===== src/rtl/uart_tx_serializer.sv =====
// UART TX framer: start, DATA_WIDTH bits LSB first, optional parity (UART_TX_PARITY_EN), stop.
// Latency: start bit on tx_out from the acceptance edge; frame is 2+DATA_WIDTH(+1) cycles.
// Backpressure: data_valid is level-sampled in IDLE only; busy high while a frame is on the line.
module uart_tx_serializer #(
    parameter int DATA_WIDTH = 8
) (
    input  logic                  clk,
    input  logic                  rst,
    input  logic [DATA_WIDTH-1:0] p_data,
    input  logic                  data_valid,
    input  logic                  par_en,
    input  logic                  par_typ,
    output logic                  tx_out,
    output logic                  busy
);

    localparam int CW = (DATA_WIDTH > 1) ? $clog2(DATA_WIDTH) : 1;

`ifdef UART_TX_PARITY_EN
    typedef enum logic [2:0] {IDLE, START, DATA, PARITY, STOP} state_t;
    logic par_en_q;
    logic par_typ_q;
`else
    typedef enum logic [2:0] {IDLE, START, DATA, STOP} state_t;
    logic unused_par;
    assign unused_par = par_en ^ par_typ;
`endif

    state_t                state, state_nxt;
    logic [CW-1:0]         cnt, cnt_nxt;
    logic [DATA_WIDTH-1:0] data_q;
    logic                  accept;
    logic                  tx_nxt;

    always_comb begin
        state_nxt = state;
        cnt_nxt   = cnt;
        accept    = 1'b0;
        case (state)
            IDLE: begin
                if (data_valid) begin
                    accept    = 1'b1;
                    state_nxt = START;
                end
            end
            START: begin
                state_nxt = DATA;
                cnt_nxt   = '0;
            end
            DATA: begin
                if (cnt == CW'(DATA_WIDTH - 1)) begin
                    cnt_nxt = '0;
`ifdef UART_TX_PARITY_EN
                    state_nxt = par_en_q ? PARITY : STOP;
`else
                    state_nxt = STOP;
`endif
                end else begin
                    cnt_nxt = cnt + 1'b1;
                end
            end
`ifdef UART_TX_PARITY_EN
            PARITY: state_nxt = STOP;
`endif
            STOP:    state_nxt = IDLE;
            default: state_nxt = IDLE;
        endcase
    end

    // Outputs are registered, so they are derived from the state being entered.
    always_comb begin
        tx_nxt = 1'b1;
        case (state_nxt)
            START: tx_nxt = 1'b0;
            DATA:  tx_nxt = data_q[cnt_nxt];
`ifdef UART_TX_PARITY_EN
            PARITY: tx_nxt = (^data_q) ^ par_typ_q;
`endif
            default: tx_nxt = 1'b1;
        endcase
    end

    always_ff @(posedge clk or posedge rst) begin
        if (rst) begin
            state  <= IDLE;
            cnt    <= '0;
            data_q <= '0;
            tx_out <= 1'b1;
            busy   <= 1'b0;
        end else begin
            state  <= state_nxt;
            cnt    <= cnt_nxt;
            tx_out <= tx_nxt;
            busy   <= (state_nxt != IDLE);
            if (accept) begin
                data_q <= p_data;
            end
        end
    end

`ifdef UART_TX_PARITY_EN
    always_ff @(posedge clk or posedge rst) begin
        if (rst) begin
            par_en_q  <= 1'b0;
            par_typ_q <= 1'b0;
        end else if (accept) begin
            par_en_q  <= par_en;
            par_typ_q <= par_typ;
        end
    end
`endif

endmodule


===== config.mk =====
export PLATFORM = sky130hd
export DESIGN_NAME = uart_tx_serializer
export DESIGN_NICKNAME = d
export VERILOG_FILES = /design/src/rtl/uart_tx_serializer.sv
export SDC_FILE = /design/constraint.sdc
export NUM_CORES = 1
export LEC_CHECK = 0
export CAP_MARGIN = 20
export CORE_MARGIN = 4
export CORE_UTILIZATION = 40
export CTS_CLUSTER_SIZE = 20
export DETAILED_ROUTE_END_ITERATION = 10
export SLEW_MARGIN = 20
export SYNTH_ARGS = -nofsm -noshare
export SYNTH_HDL_FRONTEND = slang
export SYNTH_SLANG_ARGS = --single-unit

===== constraint.sdc =====
create_clock -name clk -period 2.25 [get_ports clk]
set_clock_uncertainty 0.1 [all_clocks]
set_input_delay 0.45 -clock clk [delete_from_list [all_inputs] [get_ports clk]]
set_output_delay 0.45 -clock clk [all_outputs]
set_load 0.02 [all_outputs]

* Word-level counts from Yosys, hierarchy flattened
Cells that the tools add are included.
** Storage, ports and cells
- Register bits :: 16
- Latch bits :: 0
- Memory bits (writable) :: 0
- Bits in read-only memories :: 0
- Input port bits :: 13
- Logic and storage cells :: 24
- Memories :: 0
** Cells by class
- Add/sub/neg operators :: 1
- Multiply operators :: 0
- Divide/modulo/power cells :: 0
- Magnitude comparators :: 1
- Equality and inequality tests :: 5
- Shift operators :: 0
- Multiplexer cells :: 10
- Bitwise gates (word level) :: 0
- Reduce and logical (&&, ||, !) cells :: 2
** Operator list (count)
- $mux W3 :: 3
- $pmux W3 S3 :: 1
- $eq A3 B1 Y1 const B :: 2
- $eq A3 B2 Y1 const B :: 2
- $pmux W3 S2 :: 1
- $lt A3 B4 Y1 const B :: 1
- $add A3 B1 Y3 const B :: 1
- $bmux W1 S3 :: 1
- $eq A3 B3 Y1 const B :: 1
- $logic_not A3 Y1 :: 1
- $mux W1 :: 3
- $reduce_bool A3 Y1 :: 1
- $pmux W1 S2 :: 1

* Depth between registers and ports, before layout
Gate-level depths: netlist of run 1.
- Depth in word-level cells :: 6
- Gate-level depth with buffers :: 7
- Depth with buffers taken out :: 7

* Worst setup path before layout of run 1
No wires, ideal clock.
- Path type :: register -> register
- Start point :: reg cnt[0]
- End point :: reg tx_out
- Data arrival time :: 1817 ps
- Required time :: 2060 ps
- Setup slack :: 242 ps
- Stages on the path, launching flop included :: 8
- Buffers on the path :: 0
- Path through :: dfrtp_1 ha_1 ha_1 nor4b_4 o21bai_2 and3_1 a2111oi_2 o32ai_1
** Between the ends
- Word-level cells in the longest chain between the ends :: 6
- Elaborated cells between the ends (all ways) :: 11
** Ends and longest elaborated chain
- start, declared :: line 30 : logic [CW-1:0] cnt, cnt_nxt;
- start signal, assigned :: line 92 : cnt <= cnt_nxt;
- $add A3 B1 Y3 or $eq A3 B3 Y1 (tied branches) :: line 59, 51
- $mux W3 :: line 51 : if (cnt == CW'(DATA_WIDTH - 1)) begin
- $pmux W3 S2 :: line 39 : case (state)
- $bmux W1 S3 :: line 75 : DATA: tx_nxt = data_q[cnt_nxt];
- $mux W1 (not written as such) :: line 75
- $pmux W1 S2 (*) :: line 73 : case (state_nxt)
- net tx_nxt :: line 33 : logic tx_nxt;
- end signal, assigned :: line 93 : tx_out <= tx_nxt;
- end, declared :: line 13 : output logic tx_out,
The timed path passes the listed nets; every way through them passes the cells marked *. The select of a mux whose other input is x is not followed.
A chain may end at the register's enable or synchronous reset.

* Final worst setup path of run 1
- Start point :: reg cnt[0]
- End point :: reg tx_out
** Between the ends
- Word-level cells in the longest chain between the ends :: 6
- Elaborated cells between the ends (all ways) :: 11
** Ends and longest elaborated chain (line)
- $add A3 B1 Y3 or $eq A3 B3 Y1 (tied branches) :: 59, 51
- $mux W3 :: 51
- $pmux W3 S2 (*) :: 39
- net cnt_nxt[0] :: 30
- $bmux W1 S3 (*) :: 75
- $mux W1 (not written as such) (*) :: 75
- $pmux W1 S2 (*) :: 73
- net tx_nxt :: 33
Marked as above.

==> out/summary.txt, run 1 <==
Wirelength, routed -> 1390 um
Post-synth cell types -> 32
H-tree Lvls -> 1
Setup CP Type -> reg2reg
Slew Viols, Final -> 0
Async S/R FF share, synth -> 100%
Power Density -> 921 nW/um^2
First-pass GRT wire length -> 2210 um
GPL Wtd Cong -> 0.739
Seq/Total Area, Yosys -> 47.3%
TritonRoute pass-1 iters -> 2
Synth warn -> 0
Worst path top cell family by delay -> adder cells
Post-Synthesis Cells -> 66
Post-synth top area share -> 44.2%
Num CTS Buffers -> 3
Later-pin clock latency in the skew report -> 280 ps
Rel. slew slack -> 60.9%
GRT overflow -> 0
Clk root buf -> clkbuf_4
Antenna cells -> 0
Vias -> 541
Gr busiest metal -> met2
Worst setup EP type -> flip-flop
Worst Path Buf+Inv -> 0
Slowest library cell on the worst path -> dfrtp_1
IO buf count -> 12
Core box area -> 1980 um^2
Post-Syn Area -> 850 um^2
Post-cts resize count -> 0
CP arrival -> 2170 ps
Worst path cell trace -> ha_1 > ha_1 > nor4b_4 > o21bai_2 > nand2_1 > mux2_2 > o32ai_1
Tot GR Track Use -> 11.1%
Iteration-0 DRC Markers -> 2
Initial Util -> 42.9%
CP most frequent cell -> ha_1
Post-synth EDFFs -> 0
HP Class -> reg2reg
Met1 global-route usage -> 14.0%
Synthesized flop and latch total -> 16
NumNets Final -> 97
Primary FF master, synth -> dfrtp_1
Layout fillers -> 172
Cts hold-fix bufs -> 0
PnR worst setup slack -> 167 ps
Max FO, Critical Path -> 5
Final worst path period share -> 92.6%
Final hold viol count -> 0
Top cell type by total area after synthesis -> dfrtp_1
Post-DP HPWL -> 1020 um
Mean Syn Cell Area -> 12.9 um^2
Setup violations, final -> 0
Max-Cap Viols -> 0
Layout cells sized above 1 -> 33.3%
Pin count of the biggest net entering global routing -> 17
Top-count cell post-synth -> dfrtp_1
CTS Sinks -> 16
Leakage -> 0.433 nW
Slew @ Worst Pin -> 586 ps
Slowest Stage Delay on Critical Path -> 390 ps
GR Util met2 -> 16.1%
RSZ-0062 raised after global routing -> false
M3 GR Usage -> 3.32%
DRC -> 0
Net Count, Synth -> 81
Number of I/O pins -> 15
Cell row count -> 16
Largest cells by area after synthesis -> dfrtp_1 (44%), mux2_2 (12%), nor4b_4 (5.6%)
Max Buffers Root-to-Sink -> 2
Min cycle time layout -> 2080 ps
Synth-to-Final Area Change -> 21.1%
ANT nets after route -> 0
Top post-synthesis cells by count -> dfrtp_1 (15), mux2_2 (9), mux2i_1 (3), nand2_1 (3)
Post-CTS Setup Inserts -> 0
VDD IR max -> 0.000530 V
Worst-path clk slew -> 90 ps
Post-detailed-route via-to-cell ratio -> 5.01
Initial antenna violation count -> 0
Status -> finished clean
WL per Instance -> 12.8 um
Die Span Y -> 54.1 um
CTS tree -> yes
Max frequency -> 480 MHz
Setup WS pre-CTS -> 171 ps
Setup TNS -> 0 ps
Die area -> 2930 um^2
WP data required -> 2340 ps
CP Launch Type -> flip-flop
Chip Width -> 54.1 um
Vias in the first global route -> 493
-- per-stage QoR --
| step | instance area (um^2) | total power, mW | std cells | util [%] | hold WS [ps] |
|---|---|---|---|---|---|
| final | 1030 | 0.947 | 108 | 51.9 | 412 |
| after floorplan | 850 | 0.679 | 66 | - | 263 |
| after global placement | 992 | 0.764 | 104 | 50.1 | 391 |
| after detailed placement | 992 | 0.773 | 104 | 50.1 | 396 |
| after CTS | 1030 | 0.964 | 108 | 51.9 | 418 |
| after global routing | 1030 | 1.02 | 108 | 51.9 | 443 |
-- worst paths after layout --
path                                        from               endpoint  slack, ps  depth (start not counted)
max                             cnt[0]$_DFF_PP0_       tx_out$_DFF_PP1_        170                          7
min                        data_q[1]$_DFFE_PP0P_  data_q[1]$_DFFE_PP0P_        410                          1
max reg2reg                     cnt[0]$_DFF_PP0_       tx_out$_DFF_PP1_        170                          7
min reg2reg                data_q[1]$_DFFE_PP0P_  data_q[1]$_DFFE_PP0P_        410                          1
max in group asynchronous                    rst  data_q[3]$_DFFE_PP0P_       1250                          2
min in group asynchronous                    rst  data_q[6]$_DFFE_PP0P_        420                          2
-- report_power, final --
part | internal [mW] | total (mW) | switching (mW)
clock network | 0.0984 | 0.185 | 0.0870
logic | 0.191 | 0.341 | 0.150
registers | 0.366 | 0.421 | 0.0546
-- cell families (layout without fill, tap and decap cells) --
logic type	Yosys count	count (layout)	synth area share (%)
multiplexers	12	12	15.5
other	1	1	0.441
adder cells (fa/ha/maj)	2	2	2.95
AND/OR/NAND/NOR	18	18	17.2
AO/OA/AOI/OAI	12	12	12.7
flip-flops	16	16	47.3
buffers and inverters	5	20	3.98
-- state kept, by name, indices dropped and copies added, names as in the netlist --
| signal | count |
|---|---|
| data_q | 8 |
| cnt | 3 |
| state | 3 |
| busy | 1 |
| tx_out | 1 |
-- cells in the final DEF (no fill, tap or decap), types with 2 or more instances in the layout --
| master | Yosys | routed |
|---|---|---|
| mux2_2 | 9 | 9 |
| clkdlybuf4s50_1 | 0 | 12 |
| nor4b_4 | 2 | 2 |
| ha_1 | 2 | 2 |
| clkbuf_4 | 0 | 3 |
| nor2b_1 | 2 | 2 |
| nor2_1 | 2 | 2 |
| buf_4 | 2 | 2 |
| a31oi_1 | 2 | 2 |
| dfrtp_1 | 15 | 15 |
| mux2i_1 | 3 | 3 |
| inv_1 | 2 | 2 |
| nand2_1 | 3 | 3 |
| or2_2 | 2 | 2 |
-- layout make-up --
class                           count  area [um^2]  share of cell area [%]
Multi-Input combinational cell     45          414                    40.3
Sequential cell                    16          402                    39.1
Timing Repair Buffer               14          135                    13.1
Clock buffer                        4         36.3                    3.53
Tap cell                           27         33.8                    3.28
Inverter                            2         7.51                   0.730
-- per-layer routing --
metal | vias up | routed length, um
li1 | 272 | -
met1 | 258 | 642
met2 | 9 | 661
met3 | 2 | 70
met4 | 0 | 12
met5 | - | 0
No activity file was read; power rests on OpenSTA's default activity.
==> run 2: changes to the inputs <==
Settings changed: ABC_AREA set to 1, CORE_MARGIN 4 to 1.
==> run 2 against run 1 <==
Effect of this change: register-to-register slack improved by 460 ps; hold slack improved by 2.4 ps; synthesized area decreased by 6.2%; routed wire length decreased by 3.0%; sequential share of layout area increased by 1.6 points; largest cell class is now registers.
==> out/summary.txt, run 2 <==
Status -> finished clean
Slowest Stage Delay on Critical Path -> 590 ps (+200 ps)
Later-pin clock latency in the skew report -> 280 ps (about the same)
Vias -> 579 (+7.0%)
Number of I/O pins -> 15 (unchanged)
Max reg flops -> 8 (unchanged)
Die area -> 2170 um^2 (-26%)
Post-synth EDFFs -> 0 (unchanged)
Layout cells sized above 1 -> 19.2% (-14 points)
Antenna cells -> 0 (unchanged)
Post-detailed-route via-to-cell ratio -> 4.49 (-10%)
Slew @ Worst Pin -> 590 ps (+4.17 ps)
Worst setup EP type -> output port
Setup CP Type -> reg2out
Pin count of the biggest net entering global routing -> 17 (unchanged)
WL per Instance -> 10.4 um (-19%)
Die Span Y -> 46.6 um (-14%)
Biggest register -> data_q
Top-count cell post-synth -> inv_1
Setup violations, final -> 0 (unchanged)
Post-Syn Area -> 797 um^2 (-6.2%)
Min cycle time layout -> 1940 ps (-140 ps)
Initial Util -> 44.2% (+1.4 points)
WP data required -> 1700 ps (-640 ps)
Initial antenna violation count -> 0 (unchanged)
Mux cell area share after synthesis -> 1.41% (-14 points)
Final hold viol count -> 0 (unchanged)
IO buf count -> 12 (unchanged)
Post-synth cell types -> 21 (-34%)
Cts hold-fix bufs -> 0 (unchanged)
Top post-synthesis cells by count -> inv_1 (17), dfrtp_1 (15), nand3_1 (10), nor2_1 (10)
Setup WS pre-CTS -> 492 ps (+321 ps)
Post-synthesis simple-gate area fraction -> 27.2% (+9.9 points)
Adder-cell share of the synthesized area -> 3.14% (+0.19 points)
Seq/Total Area, Yosys -> 50.4% (+3.1 points)
Net Count, Synth -> 103 (+27%)
RSZ-0062 raised after global routing -> false
Seq pwr share -> 43.0% (-1.4 points)
Largest cells by area after synthesis -> dfrtp_1 (47%), inv_1 (8.0%), nand3_1 (6.3%)
Largest family of logic cells by synthesized area -> simple AND/OR/NAND/NOR gates
Post-cts resize count -> 0 (unchanged)
HP Class -> in2async
GRT overflow -> 0 (unchanged)
Xor and xnor area share after synthesis -> 0% (unchanged)
Max-Cap Viols -> 0 (unchanged)
Most common cell after layout, fill and taps aside -> inv_1
Synth warn -> 0 (unchanged)
Worst-path clk slew -> 100 ps (about the same)
Switching part of the total -> 34.2% (+3.4 points)
Power share of the clock group -> 21.9% (+2.3 points)
Primary FF master, synth -> dfrtp_1
CTS Sinks -> 16 (unchanged)
Post-Synthesis Cells -> 88 (+33%)
Core box area -> 1800 um^2 (-9.1%)
Cell row count -> 15 (-1)
Max FO, Critical Path -> 1 (-4)
CP Launch Type -> flip-flop
Iteration-0 DRC Markers -> 2 (unchanged)
Post-synth top area share -> 47.1% (+2.9 points)
Mean Syn Cell Area -> 9.06 um^2 (-30%)
Worst path cell trace -> clkdlybuf4s50_1
Post-DP HPWL -> 1030 um (+1.6%)
Power Density -> 874 nW/um^2 (-5.1%)
Wirelength, routed -> 1350 um (-3.0%)
Comb pwr share -> 35.1% (-0.9 points)
CP arrival -> 1390 ps (-780 ps)
Commonest non-fill, non-tap cells in the layout -> inv_1 (17), dfrtp_1 (15), clkdlybuf4s50_1 (12)
Setup TNS -> 0 ps (unchanged)
Top cell type by total area after synthesis -> dfrtp_1
Post-CTS Setup Inserts -> 0 (unchanged)
PnR worst setup slack -> 307 ps (+140 ps)
First-pass GRT wire length -> 2330 um (+5.3%)
Tot GR Track Use -> 15.5% (+4.4 points)
Synthesized flop and latch total -> 16 (unchanged)
Num CTS Buffers -> 3 (unchanged)
Worst path top cell family by delay -> buffers and inverters
Clk root buf -> clkbuf_4
GPL Wtd Cong -> 0.788 (+6.6%)
Slew Viols, Final -> 0 (unchanged)
Complex-gate fraction of the synthesized area -> 8.32% (-4.3 points)
NumNets Final -> 120 (+24%)
Layout fillers -> 190 (+10%)
Cell Int Power -> 0.568 mW (-13%)
Max Buffers Root-to-Sink -> 2 (unchanged)
Final worst path period share -> 86.4% (-6.2 points)
Switching power -> 0.295 mW (+1.1%)
Leakage -> 0.495 nW (+14%)
CTS tree -> yes
ANT nets after route -> 0 (unchanged)
Biggest regs -> data_q x8, cnt x3, state x3
Slowest library cell on the worst path -> clkdlybuf4s50_1
DRC -> 0 (unchanged)
Vias in the first global route -> 557 (+13%)
Chip Width -> 46.6 um (-14%)
Synth-to-Final Area Change -> 23.9%
VDD IR max -> 0.000452 V (-15%)
Async S/R FF share, synth -> 100% (unchanged)
Rel. slew slack -> 60.6% (-0.28 points)
H-tree Lvls -> 1 (unchanged)
Worst Path Buf+Inv -> 1 (+1)
TritonRoute pass-1 iters -> 3 (+1)
Max frequency -> 515 MHz (+7.2%)
## run 2: power by group through the flow
stage / combinational, mW / clock (mW) / sequential, mW
2_1_floorplan: 0.230 / 0 / 0.378
4_1_cts: 0.306 / 0.197 / 0.372
3_3_place_gp: 0.295 / 0 / 0.376
5_1_grt: 0.349 / 0.205 / 0.378
6_report: 0.302 / 0.189 / 0.371
3_5_place_dp: 0.304 / 0 / 0.377
## run 2: stage by stage
stage	utilization, %	area [um^2]	hold WS, ps	total power, mW	instances
after global routing	54.8	987	437	0.932	129
after floorplan	-	797	263	0.608	88
after CTS	54.8	987	421	0.876	129
final	54.8	987	415	0.863	129
after global placement	52.8	951	393	0.671	125
after detailed placement	52.8	951	395	0.681	125
## run 2: path summary, 6_finish.rpt
check | from | end | slack [ps] | cells after the start
min in group clk | data_q[7]$_DFFE_PP0P_ | data_q[7]$_DFFE_PP0P_ | 420 | 1
worst max register to register | cnt[0]$_DFF_PP0_ | tx_out$_DFF_PP1_ | 630 | 11
max in group asynchronous | rst | data_q[0]$_DFFE_PP0P_ | 1250 | 2
worst max-delay path | tx_out$_DFF_PP1_ | tx_out | 310 | 1
worst min register to register | data_q[7]$_DFFE_PP0P_ | data_q[7]$_DFFE_PP0P_ | 420 | 1
worst min-delay path | rst | data_q[5]$_DFFE_PP0P_ | 410 | 2
## run 2: area by class of cell
cell class	count	area (um^2)	area share [%]
tap	25	31.3	3.17
inverter	18	67.6	6.84
sequential	16	402	40.7
clock buffer	4	36.3	3.68
timing repair buffer	13	128	12.9
multi-input combinational	53	323	32.7
## run 2: cells by family after synthesis
group	after synthesis
fa+ha+maj	2
buf+inv	19
flops	16
simple gates	38
other cells	1
compound gates	11
mux	1
## run 2: routing by layer
layer | GRT usage, % | part of all wire (%) | wire [um]
met2 | 25.0 | 51 | 683
met3 | 2.35 | 2.5 | 33
met4 | 8.57 | 1.1 | 15
met1 | 19.7 | 46 | 614
met5 | 0 | 0 | 0
==> run 3: changes to the inputs <==
Settings changed: CORE_MARGIN 1 to 10.
==> run 3 against run 2 <==
Effect of this change: global-route usage decreased by 7.7 points; cell count increased by 1.6%; die area increased by 92%; first-iteration DRC count increased by 100%; sequential share of layout area decreased by 0.10 points; combinational power about the same; routed wire length increased by 8.7%; hold slack got worse by 6.7 ps; non-clock buffer count unchanged; via count increased by 2.2%; fmax decreased by 1.5%; critical path depth unchanged; critical path type unchanged.
==> out/summary.txt, run 3 (synthesis gave the netlist of run 2 again) <==
Dpl cells -> 127 (+1.6%)
Worst path top cell family by delay -> buffers and inverters
Synth-to-Final Area Change -> 24.2%
CTS Sinks -> 16 (unchanged)
FF-to-FF Start -> cnt[0]$_DFF_PP0_
Post-DP HPWL -> 1140 um (+10%)
Cell row count -> 16 (+1)
Rel. slew slack -> 60.3% (-0.26 points)
Vias -> 592 (+2.2%)
Post-cts resize count -> 0 (unchanged)
Commonest non-fill, non-tap cells in the layout -> inv_1 (17), dfrtp_1 (15), clkdlybuf4s50_1 (12)
IO buf count -> 12 (unchanged)
NumNets Final -> 120 (unchanged)
ANT nets after route -> 0 (unchanged)
H-tree Lvls -> 1 (unchanged)
HP Class -> in2async
Slew Viols, Final -> 0 (unchanged)
RSZ-0062 raised after global routing -> false
Cts hold-fix bufs -> 0 (unchanged)
Iteration-0 DRC Markers -> 4 (+2)
Number of I/O pins -> 15 (unchanged)
Status -> finished clean
Worst path cell trace -> clkdlybuf4s50_1
Final worst path period share -> 87.7% (+1.3 points)
Final hold viol count -> 0 (unchanged)
Chip Width -> 64.6 um (+39%)
DR WL met3 -> 48 um (+45%)
Initial Util -> 41.5% (-2.8 points)
GRT overflow -> 0 (unchanged)
Die area -> 4180 um^2 (+92%)
Wirelength, routed -> 1460 um (+8.7%)
VDD IR max -> 0.000528 V (+17%)
Initial antenna violation count -> 0 (unchanged)
Internal reg-to-reg setup slack -> 670 ps (+40 ps)
Clk root buf -> clkbuf_4
Layout cells sized above 1 -> 19.2% (unchanged)
Biggest register -> data_q
Num CTS Buffers -> 3 (unchanged)
Slowest library cell on the worst path -> clkdlybuf4s50_1
Slowest Stage Delay on Critical Path -> 590 ps (about the same)
GPL Wtd Cong -> 0.736 (-6.6%)
Max frequency -> 507 MHz (-1.5%)
Leakage -> 0.495 nW (unchanged)
Worst-path clk slew -> 100 ps (about the same)
Layout fillers -> 191 (+0.53%)
FF-to-FF End -> tx_out$_DFF_PP1_
Post-CTS Setup Inserts -> 0 (unchanged)
CP Launch Type -> flip-flop
CP arrival -> 1420 ps (+30 ps)
Worst setup EP type -> output port
Setup TNS -> 0 ps (unchanged)
Min cycle time layout -> 1970 ps (+30.1 ps)
Pin count of the biggest net entering global routing -> 17 (unchanged)
Most common cell after layout, fill and taps aside -> inv_1
WL per Instance -> 11.2 um (+7.0%)
Worst Path Buf+Inv -> 1 (unchanged)
Fin Hold WS -> 408 ps (-6.72 ps)
Slew @ Worst Pin -> 594 ps (+3.85 ps)
Setup CP Type -> reg2out
Die Span Y -> 64.6 um (+39%)
DRC -> 0 (unchanged)
Core box area -> 1920 um^2 (+6.7%)
Uppermost layer routed -> met4
Biggest regs -> data_q x8, cnt x3, state x3
First-pass GRT wire length -> 2570 um (+11%)
Power Density -> 875 nW/um^2 (+0.12%)
DR WL met2 -> 704 um (+3.1%)
Final Core Density -> 51.5% (-3.3 points)
Antenna cells -> 0 (unchanged)
Post-detailed-route via-to-cell ratio -> 4.52 (+0.68%)
Max Buffers Root-to-Sink -> 2 (unchanged)
TritonRoute pass-1 iters -> 4 (+1)
Filler-free cell count of the finished design -> 131 (+1.6%)
WP data required -> 1700 ps (about the same)
Max reg flops -> 8 (unchanged)
Later-pin clock latency in the skew report -> 290 ps (about the same)
Wl on met1 -> 668 um (+8.8%)
CTS tree -> yes
Max-Cap Viols -> 0 (unchanged)
Max FO, Critical Path -> 1 (unchanged)
Setup violations, final -> 0 (unchanged)
Pwr Total -> 0.866 mW (+0.37%)
R2R cell count -> 11 (unchanged)
Vias in the first global route -> 587 (+5.4%)
Tot GR Track Use -> 7.83% (-7.7 points)
==> run 3: cell counts in the layout (fill, tap and decap cells not counted) <==
No cell type changed its count.
==> run 3: layout make-up <==
cell class	instances	area (um^2)	area share (%)
Sequential cell	16	402	40.6
Inverter	18	67.6	6.83
Timing Repair Buffer	13	128	12.9
Multi-Input combinational cell	53	323	32.6
Tap cell	27	33.8	3.41
Clock buffer	4	36.3	3.67
==> run 3: per-layer routing <==
layer | vias to the layer above | global-route usage [%]
met5 | - | 0
met1 | 271 | 8.49
met3 | 4 | 2.23
li1 | 306 | -
met2 | 11 | 12.4
met4 | 0 | 6.42
==> run 3: how the worst max path moves through the flow <==
stage / startpoint / end / slack (ps) / cells after the start
global placement: data_valid / tx_out$_DFF_PP1_ / 510 / 6
detailed placement: data_valid / tx_out$_DFF_PP1_ / 500 / 6
CTS: tx_out$_DFF_PP1_ / tx_out / 260 / 1
floorplan: cnt[0]$_DFF_PP0_ / tx_out$_DFF_PP1_ / 810 / 11
finish: tx_out$_DFF_PP1_ / tx_out / 280 / 1
global route: tx_out$_DFF_PP1_ / tx_out / 230 / 1
==> run 3: report_power, final <==
| group | switching [mW] | internal, mW | total, mW |
|---|---|---|---|
| Sequential | 0.0242 | 0.346 | 0.370 |
| Combinational | 0.178 | 0.122 | 0.300 |
| Clock | 0.0963 | 0.0987 | 0.195 |
==> run 3: through the flow <==
step	area (um^2)	setup WS [ps]
finish	990	277
global route	990	235
CTS	990	262
detailed placement	953	500
global placement	953	506
floorplan	797	806
